File: src/rtl/alu_seq.sv
// alu_seq: sequential WIDTH-bit ALU with registered result and status flags.
// Single-cycle ops commit at the edge that samples start_i; shifts run on a
// one-bit-per-cycle shifter and commit once the shift counter reaches zero.
//
// state   | meaning
// --------+-----------------------------------------------------------
// S_IDLE  | accepting start_i; non-shift ops commit immediately
// S_SHIFT | shifter running; inputs ignored until the counter drains

module alu_seq #(
  parameter int WIDTH = 16
) (
  input  logic             clk_i,
  input  logic             reset_i,
  input  logic             start_i,
  input  logic [7:0]       opcode_i,
  input  logic [WIDTH-1:0] a_i,
  input  logic [WIDTH-1:0] b_i,
  output logic             busy_o,
  output logic             done_o,
  output logic             illegal_o,
  output logic [WIDTH-1:0] c_o,
  output logic             carry_o,
  output logic             flag_o,
  output logic             low_o,
  output logic             negative_o,
  output logic             zero_o
);

  localparam int MSB = WIDTH - 1;
  localparam int CW  = $clog2(WIDTH + 1);
  localparam logic [WIDTH-1:0] WIDTH_V = WIDTH'(WIDTH);
  localparam logic [CW-1:0]    WIDTH_N = CW'(WIDTH);

  localparam logic [7:0] OP_ADD    = 8'd0;
  localparam logic [7:0] OP_ADDU   = 8'd1;
  localparam logic [7:0] OP_ADDI   = 8'd2;
  localparam logic [7:0] OP_ADDUI  = 8'd3;
  localparam logic [7:0] OP_ADDC   = 8'd4;
  localparam logic [7:0] OP_ADDCU  = 8'd5;
  localparam logic [7:0] OP_ADDCUI = 8'd6;
  localparam logic [7:0] OP_ADDCI  = 8'd7;
  localparam logic [7:0] OP_SUB    = 8'd8;
  localparam logic [7:0] OP_SUBI   = 8'd9;
  localparam logic [7:0] OP_CMP    = 8'd10;
  localparam logic [7:0] OP_CMPI   = 8'd11;
  localparam logic [7:0] OP_AND    = 8'd12;
  localparam logic [7:0] OP_OR     = 8'd13;
  localparam logic [7:0] OP_XOR    = 8'd14;
  localparam logic [7:0] OP_NOT    = 8'd15;
  localparam logic [7:0] OP_LSH    = 8'd16;
  localparam logic [7:0] OP_LSHI   = 8'd17;
  localparam logic [7:0] OP_RSH    = 8'd18;
  localparam logic [7:0] OP_RSHI   = 8'd19;
  localparam logic [7:0] OP_ALSH   = 8'd20;
  localparam logic [7:0] OP_ARSH   = 8'd21;
  localparam logic [7:0] OP_NOP    = 8'd22;

  typedef enum logic {S_IDLE, S_SHIFT} state_t;
  typedef enum logic [1:0] {SH_LEFT, SH_RIGHT, SH_ARITH} sh_mode_t;

  state_t           state_q, state_d;
  sh_mode_t         mode_q, mode_d;
  logic [WIDTH-1:0] c_q, c_d;
  logic [WIDTH-1:0] sh_q, sh_d;
  logic [CW-1:0]    cnt_q, cnt_d;
  logic             carry_q, carry_d, flag_q, flag_d, low_q, low_d;
  logic             neg_q, neg_d, zero_q, zero_d;
  logic             done_q, done_d, illegal_q, illegal_d;
  logic             out_q, out_d;   // last bit shifted out
  logic             nz_q, nz_d;     // shift amount was non-zero, so Carry updates

  logic             cin;
  logic [WIDTH:0]   sum_w;
  logic [WIDTH-1:0] diff;
  logic [CW-1:0]    n_amt;

  // Shared adder/subtractor and clamped shift amount, all from the sampled inputs.
  assign cin   = (opcode_i inside {OP_ADDC, OP_ADDCU, OP_ADDCUI, OP_ADDCI}) ? carry_q : 1'b0;
  assign sum_w = {1'b0, a_i} + {1'b0, b_i} + {{WIDTH{1'b0}}, cin};
  assign diff  = a_i - b_i;
  assign n_amt = (b_i >= WIDTH_V) ? WIDTH_N : b_i[CW-1:0];

  // Next-state, commit and shifter logic.
  always_comb begin
    state_d   = state_q;
    mode_d    = mode_q;
    c_d       = c_q;
    sh_d      = sh_q;
    cnt_d     = cnt_q;
    carry_d   = carry_q;
    flag_d    = flag_q;
    low_d     = low_q;
    neg_d     = neg_q;
    zero_d    = zero_q;
    out_d     = out_q;
    nz_d      = nz_q;
    done_d    = 1'b0;
    illegal_d = 1'b0;
    case (state_q)
      S_IDLE: begin
        if (start_i) begin
          done_d = 1'b1;
          case (opcode_i)
            OP_ADD, OP_ADDI, OP_ADDC, OP_ADDCI: begin
              c_d    = sum_w[MSB:0];
              flag_d = (a_i[MSB] == b_i[MSB]) && (sum_w[MSB] != a_i[MSB]);
              zero_d = (sum_w[MSB:0] == '0);
            end
            OP_ADDU, OP_ADDUI, OP_ADDCU, OP_ADDCUI: begin
              c_d     = sum_w[MSB:0];
              carry_d = sum_w[WIDTH];
              zero_d  = (sum_w[MSB:0] == '0);
            end
            OP_SUB, OP_SUBI: begin
              c_d     = diff;
              carry_d = (a_i < b_i);
              flag_d  = (a_i[MSB] != b_i[MSB]) && (diff[MSB] != a_i[MSB]);
              zero_d  = (diff == '0);
            end
            OP_CMP, OP_CMPI: begin
              low_d  = (a_i < b_i);
              neg_d  = ($signed(a_i) < $signed(b_i));
              zero_d = (a_i == b_i);
            end
            OP_AND: begin
              c_d    = a_i & b_i;
              zero_d = ((a_i & b_i) == '0);
            end
            OP_OR: begin
              c_d    = a_i | b_i;
              zero_d = ((a_i | b_i) == '0);
            end
            OP_XOR: begin
              c_d    = a_i ^ b_i;
              zero_d = ((a_i ^ b_i) == '0);
            end
            OP_NOT: begin
              c_d    = ~a_i;
              zero_d = (~a_i == '0);
            end
            OP_LSH, OP_LSHI, OP_ALSH, OP_RSH, OP_RSHI, OP_ARSH: begin
              done_d  = 1'b0;
              state_d = S_SHIFT;
              sh_d    = a_i;
              cnt_d   = n_amt;
              nz_d    = (n_amt != '0);
              if (opcode_i == OP_ARSH) begin
                mode_d = SH_ARITH;
              end else if (opcode_i == OP_RSH || opcode_i == OP_RSHI) begin
                mode_d = SH_RIGHT;
              end else begin
                mode_d = SH_LEFT;
              end
            end
            OP_NOP: begin
            end
            default: begin
              illegal_d = 1'b1;
            end
          endcase
        end
      end
      S_SHIFT: begin
        if (cnt_q != '0) begin
          cnt_d = cnt_q - CW'(1);
          case (mode_q)
            SH_LEFT: begin
              out_d = sh_q[MSB];
              sh_d  = {sh_q[MSB-1:0], 1'b0};
            end
            SH_RIGHT: begin
              out_d = sh_q[0];
              sh_d  = {1'b0, sh_q[MSB:1]};
            end
            default: begin
              out_d = sh_q[0];
              sh_d  = {sh_q[MSB], sh_q[MSB:1]};
            end
          endcase
        end else begin
          c_d     = sh_q;
          zero_d  = (sh_q == '0);
          carry_d = nz_q ? out_q : carry_q;
          done_d  = 1'b1;
          state_d = S_IDLE;
        end
      end
      default: begin
        state_d = S_IDLE;
      end
    endcase
  end

  // State, result, flag and shifter registers.
  always_ff @(posedge clk_i or posedge reset_i) begin
    if (reset_i) begin
      state_q   <= S_IDLE;
      mode_q    <= SH_LEFT;
      c_q       <= '0;
      sh_q      <= '0;
      cnt_q     <= '0;
      carry_q   <= 1'b0;
      flag_q    <= 1'b0;
      low_q     <= 1'b0;
      neg_q     <= 1'b0;
      zero_q    <= 1'b0;
      out_q     <= 1'b0;
      nz_q      <= 1'b0;
      done_q    <= 1'b0;
      illegal_q <= 1'b0;
    end else begin
      state_q   <= state_d;
      mode_q    <= mode_d;
      c_q       <= c_d;
      sh_q      <= sh_d;
      cnt_q     <= cnt_d;
      carry_q   <= carry_d;
      flag_q    <= flag_d;
      low_q     <= low_d;
      neg_q     <= neg_d;
      zero_q    <= zero_d;
      out_q     <= out_d;
      nz_q      <= nz_d;
      done_q    <= done_d;
      illegal_q <= illegal_d;
    end
  end

  assign busy_o     = (state_q == S_SHIFT);
  assign done_o     = done_q;
  assign illegal_o  = illegal_q;
  assign c_o        = c_q;
  assign carry_o    = carry_q;
  assign flag_o     = flag_q;
  assign low_o      = low_q;
  assign negative_o = neg_q;
  assign zero_o     = zero_q;

endmodule
File: config.mk
export PLATFORM = sky130hd
export DESIGN_NAME = alu_seq
export DESIGN_NICKNAME = d
export VERILOG_FILES = /design/src/rtl/alu_seq.sv
export SDC_FILE = /design/constraint.sdc
export NUM_CORES = 1
export LEC_CHECK = 0
export BUFFER_PORTS_ARGS = -buffer_cell sky130_fd_sc_hd__buf_2
export CORE_MARGIN = 3
export CORE_UTILIZATION = 40
export CTS_BUF_LIST = sky130_fd_sc_hd__clkbuf_4 sky130_fd_sc_hd__clkbuf_8
export CTS_CLUSTER_SIZE = 40
export DETAILED_ROUTE_END_ITERATION = 10
export GPL_ROUTABILITY_DRIVEN = 0
export HOLD_SLACK_MARGIN = 0.02
export PLACE_DENSITY_LB_ADDON = 0.05
export SLEW_MARGIN = 10
export SYNTH_ARGS = -nofsm -noshare
export SYNTH_HDL_FRONTEND = slang
export SYNTH_SLANG_ARGS = --single-unit
File: constraint.sdc
create_clock -name clk_i -period 8.2 [get_ports clk_i]
set_input_delay 1.23 -clock clk_i [delete_from_list [all_inputs] [get_ports clk_i]]
set_output_delay 1.23 -clock clk_i [all_outputs]
set_load 0.005 [all_outputs]
* Word level (Yosys, flattened, before mapping)
Index checks and enable logic that the tools add are counted.
** Word-level totals
- Register bits after elaboration :: 49
- Input port bits :: 43
- Logic and storage cells :: 135
** Cells by class
- Add/sub/neg operators :: 4
- Magnitude comparators :: 3
- Equal/unequal tests :: 37
- Muxes and demuxes :: 39
- Bitwise logic cells :: 5
- Reduce and logical (&&, ||, !) cells :: 32
** Operators with widths (number)
- logical NOT 16 bit :: 7
- one-hot mux 16 bit (2 select lines) :: 3
- one-hot mux 16 bit (6 select lines) :: 1
- two-way mux 16 bit :: 5
- equality test 8 x 4 -> 1 bit (second input constant) :: 8
- equality test 8 x 5 -> 1 bit (second input constant) :: 7
- equality test 8 x 3 -> 1 bit (second input constant) :: 4
- less-than comparator 16 bit :: 2
- OR reduction 23 bit :: 1
- two-way mux 5 bit :: 4
- AND reduction 3 bit :: 6
- adder 16 x 16 -> 17 bit :: 1
- adder 17 x 1 -> 17 bit :: 1
- two-way mux 1 bit :: 17
- AND 16 bit :: 1
- equality test 16 bit :: 1
- equality test 8 x 2 -> 1 bit (second input constant) :: 2
- greater-or-equal comparator 16 x 5 -> 1 bit (second input constant) :: 1
- NOT 16 bit :: 1
- bitwise OR 16 bit :: 1
- subtractor 16 bit :: 1
- bitwise XOR 16 bit :: 1
- one-hot mux 1 bit (2 select lines) :: 6
- one-hot mux 5 bit (2 select lines) :: 1
- other kinds (26) :: 37

* Longest topological paths before layout
- Word-level depth :: 8
- Mapped depth :: 14
- Depth with buffers taken out :: 13

* Worst setup path before layout
OpenSTA, ideal clock, no wires.
- Path kind :: input to register
- From :: input port opcode_i[4]
- To :: register zero_q, in the netlist zero_o
- Setup time :: 0.076 ns
- Arrival :: 4.280 ns
- Required time :: 8.124 ns
- Setup slack :: 3.844 ns
- Stages on the path :: 12
- Buffers on the path :: 0
- Cell sequence :: or4_1 > nor3_1 > fa_1 > inv_1 > fa_1 > nor2b_1 > o2111a_1 > nor3_1 > or2_2 > xnor2_2 > or4b_1 > o21ai_1
** Between the ends
- Word-level cells in the longest chain between the ends :: 8
- Elaborated cells between the ends (all ways) :: 28
** Ends and longest elaborated chain
- start, declared :: RTL line 16 : input logic [7:0] opcode_i,
- equality test 8 x 3 -> 1 bit :: RTL line 79, 104
- nonzero test 4 bit :: RTL line 79 : assign cin = (opcode_i inside {OP_ADDC, OP_ADDCU, OP_ADDCUI, OP_ADDCI}) ? carry_q : 1'b0;
- two-way mux 1 bit :: RTL line 79
- adder 17 x 1 -> 17 bit :: RTL line 80 : assign sum_w = {1'b0, a_i} + {1'b0, b_i} + {{WIDTH{1'b0}}, cin};
- logical NOT 16 bit :: RTL line 108, 113
- one-hot mux 1 bit (7 select lines) :: RTL line 104 : case (opcode_i)
- two-way mux 1 bit :: RTL line 102 : if (start_i) begin
- one-hot mux 1 bit (2 select lines) :: RTL line 100 : case (state_q)
- end signal, assigned :: RTL line 222 : zero_q <= zero_d;
- end, declared :: RTL line 68 : logic neg_q, neg_d, zero_q, zero_d;
Several ways; a longest one is shown, not always the timed one. The select of a mux whose other input is x is not followed.
A chain may end at the register's enable or synchronous reset.

* Worst setup path after layout
Ends and elaborated chain as after synthesis.

==> results_dict.tcl <==
set metrics [dict create \
    outcome "completed" \
    critPathKind "input port to flop" \
    grt_pass1_wl_microns 36230 \
    wl_microns 23610 \
    ys_types 75 \
    grt_pass1_vias 6012 \
    clkLatencyLatePin_ps 320 \
    worst_slew_pin_slew_ps 1133 \
    yosys-top-cells-area "dfrtp_1 21%, ha_1 10%, a21oi_1 6.3%" \
    cp-start-kind "input port" \
    yosys.area.top_type "dfrtp_1" \
    start_util 0.4097 \
    antenna_found_initial 0 \
    io_buffer_count 66 \
    yosysSeqAreaShare 0.2051 \
    period_share 0.5612 \
    io_pins 67 \
    filler_cell_count 1531 \
    clock.fmax_mhz 217.3 \
    cts_made_buffers 5 \
    post_cts_buffers 0 \
    synthCells 813 \
    fin_crit_ps 4602 \
    synth_enable_flop_cells 0 \
    cts_resized 0 \
    cts.sinks 49 \
    grt_usage 0.2848 \
    synth-main-ff-cell "dfrtp_1" \
    drv_slew 0 \
    final_area_sq_mm 0.006414 \
    final_antenna_net_count 0 \
    power_density_mw_per_mm2 203.5 \
    finalHoldViolations 0 \
    viasPerCell 6.372 \
    drv_cap 0 \
    die_y_microns 128.2 \
    dp_hpwl_microns 18170 \
    hold_class "flop to flop" \
    vias 6525 \
    leakagePower_nw 2.727 \
    post_drt_wl_per_cell_microns 23.06 \
    hold_path_startpoint "c_o[3]" \
    skew_ps 12.36 \
    fin_setup_tns_ps 0 \
    worst_setup_path_end_kind "flop" \
    drive_above_1_share 0.1274 \
    drc 0 \
    coreArea_sq_mm 0.01459 \
    synth_common_cells "89 x nand2_1, 75 x a21oi_1, 66 x nor2_1, 66 x o21ai_0, 58 x inv_1" \
    async_reset_ff_frac 1.000 \
    yosysMostFrequentCell "nand2_1" \
    synth_nets 909 \
    cts_buffer_depth 2 \
    mappedNetlistArea_sq_mm 0.005977 \
    antennaDiodeCount 0 \
    yosysWarnings 0 \
    drt_iter0_markers 793 \
    layout.nets 935 \
    crit_fanout 5 \
    path_clk_slew_ps 110 \
    cts_hold_buf 0 \
    cts_max_level 2 \
    cts_tree "built" \
    r2r-start "busy_o" \
    placementRows 44 \
    worstPathRequired_ps 8450 \
    post_dp_cell_area_sq_mm 0.006319 \
    gr-total-overflow 0 \
    firstDrtPassIters 7 \
    peakVddDrop_mv 0.1207 \
    synth_area_per_cell_sq_um 7.352 \
    synth_top_area_share 0.2051 \
    syn_to_final_growth_pct 7.306 \
    rsz0062_at_grt "false" \
    power_mw 1.305 \
    ys_seq_elements 49 \
    dieWidth_microns 128.2 \
    finalSetupViolations 0 \
    grt_max_degree 50 \
    die-area_sq_mm 0.01645 \
    startpoint "opcode_i[4]" \
    cts_root_buffer "clkbuf_8" \
    max_slew_margin 0.2422 \
    arrival_ps 4860 \
]
## state kept, by name, indices dropped and copies added, names as in the netlist
| name | count |
|---|---|
| illegal_o | 1 |
| low_o | 1 |
| zero_o | 1 |
| done_o | 1 |
| busy_o | 1 |
| negative_o | 1 |
| mode_q | 2 |
| cnt_q | 5 |
| out_q | 1 |
| c_o | 16 |
| sh_q | 16 |
| carry_o | 1 |
| flag_o | 1 |
| nz_q | 1 |
## area by class of cell
type                            instances  area, sq um  area share
Sequential cell                        49         1226      0.1912
Tap cell                              184        230.2     0.03590
Inverter                               59        221.5     0.03453
Multi-Input combinational cell        654         4280      0.6674
Clock buffer                            5        68.82     0.01073
Timing Repair Buffer                   70        360.3     0.05618
Clock inverter                          3        26.28    0.004097
## metrics by stage
| step | hold WS (ps) | std cells | util | worst slack (ps) |
|---|---|---|---|---|
| floorplan | 450.6 | 813 | - | 3844 |
| global placement | 461.8 | 1016 | 0.4331 | 3367 |
| detailed placement | 462.3 | 1016 | 0.4331 | 3313 |
| CTS | 487.4 | 1024 | 0.4396 | 3653 |
| global route | 506.5 | 1024 | 0.4396 | 3402 |
| finish | 484.9 | 1024 | 0.4396 | 3598 |
## worst max-delay path: stages
cell and delay, ps:
buf_2 130, or4_1 590, nor3_1 350, fa_1 310, inv_1 70, fa_1 440, nor2b_1 290, o2111a_1 230
nor3_1 70, or2_2 340, xnor2_2 130, or4b_1 520, o21ai_1 140
## per-layer routing
metal  GRT usage  share of wire
met1      0.4163           0.44
met4      0.1111          0.044
met2      0.4137           0.42
met5           0              0
met3     0.05042          0.094
## path summary, 6_finish.rpt
kind,endpoint,slack (ps),cells past startpoint
max,zero_o,3600,13
min,c_o[3],480,2
max reg2reg,cnt_q[3],4780,9
min reg2reg,c_o[3],480,2
max in group asynchronous,c_o[9],6350,2
min in group asynchronous,c_o[0],1170,2
## kinds of logic (layout without fill, tap and decap cells)
family	Yosys count	after routing	synth area share
buffers and inverters	110	137	0.07913
muxes	25	25	0.05129
AOI/OAI and AO/OA	262	262	0.2763
and+or+nand+nor	292	292	0.2399
adders and majority gates	53	53	0.1147
xor gates and xnor gates	22	22	0.03349
DFF	49	49	0.2052
## power breakdown
part / leakage (nW) / switching (mW) / internal, mW
logic: 2.10 / 0.427 / 0.260
registers: 0.589 / 0.114 / 0.345
clock network: 0.0423 / 0.0977 / 0.0624
## placed cells by master (no fill, tap or decap), types with 6 or more instances in the layout
cell type | Yosys | routed
inv_1 | 58 | 57
a221oi_1 | 6 | 6
o22ai_1 | 6 | 6
o21a_1 | 8 | 8
buf_2 | 1 | 66
nor2_1 | 66 | 65
nand2b_1 | 10 | 10
or3_1 | 6 | 6
a22oi_1 | 7 | 7
a211oi_1 | 10 | 10
nor3_1 | 26 | 26
o21ai_0 | 66 | 66
o221ai_1 | 8 | 8
nor2b_1 | 10 | 10
ha_1 | 50 | 50
nand4_1 | 13 | 13
o21bai_1 | 6 | 6
o21ai_1 | 13 | 13
xnor2_1 | 16 | 16
a31oi_1 | 9 | 9
nand3_1 | 23 | 23
mux2i_1 | 16 | 16
a21oi_1 | 75 | 75
dfrtp_1 | 49 | 49
o211ai_1 | 8 | 8
nand2_1 | 89 | 89
nor4_1 | 14 | 14
(Power assumes the default switching activity.)
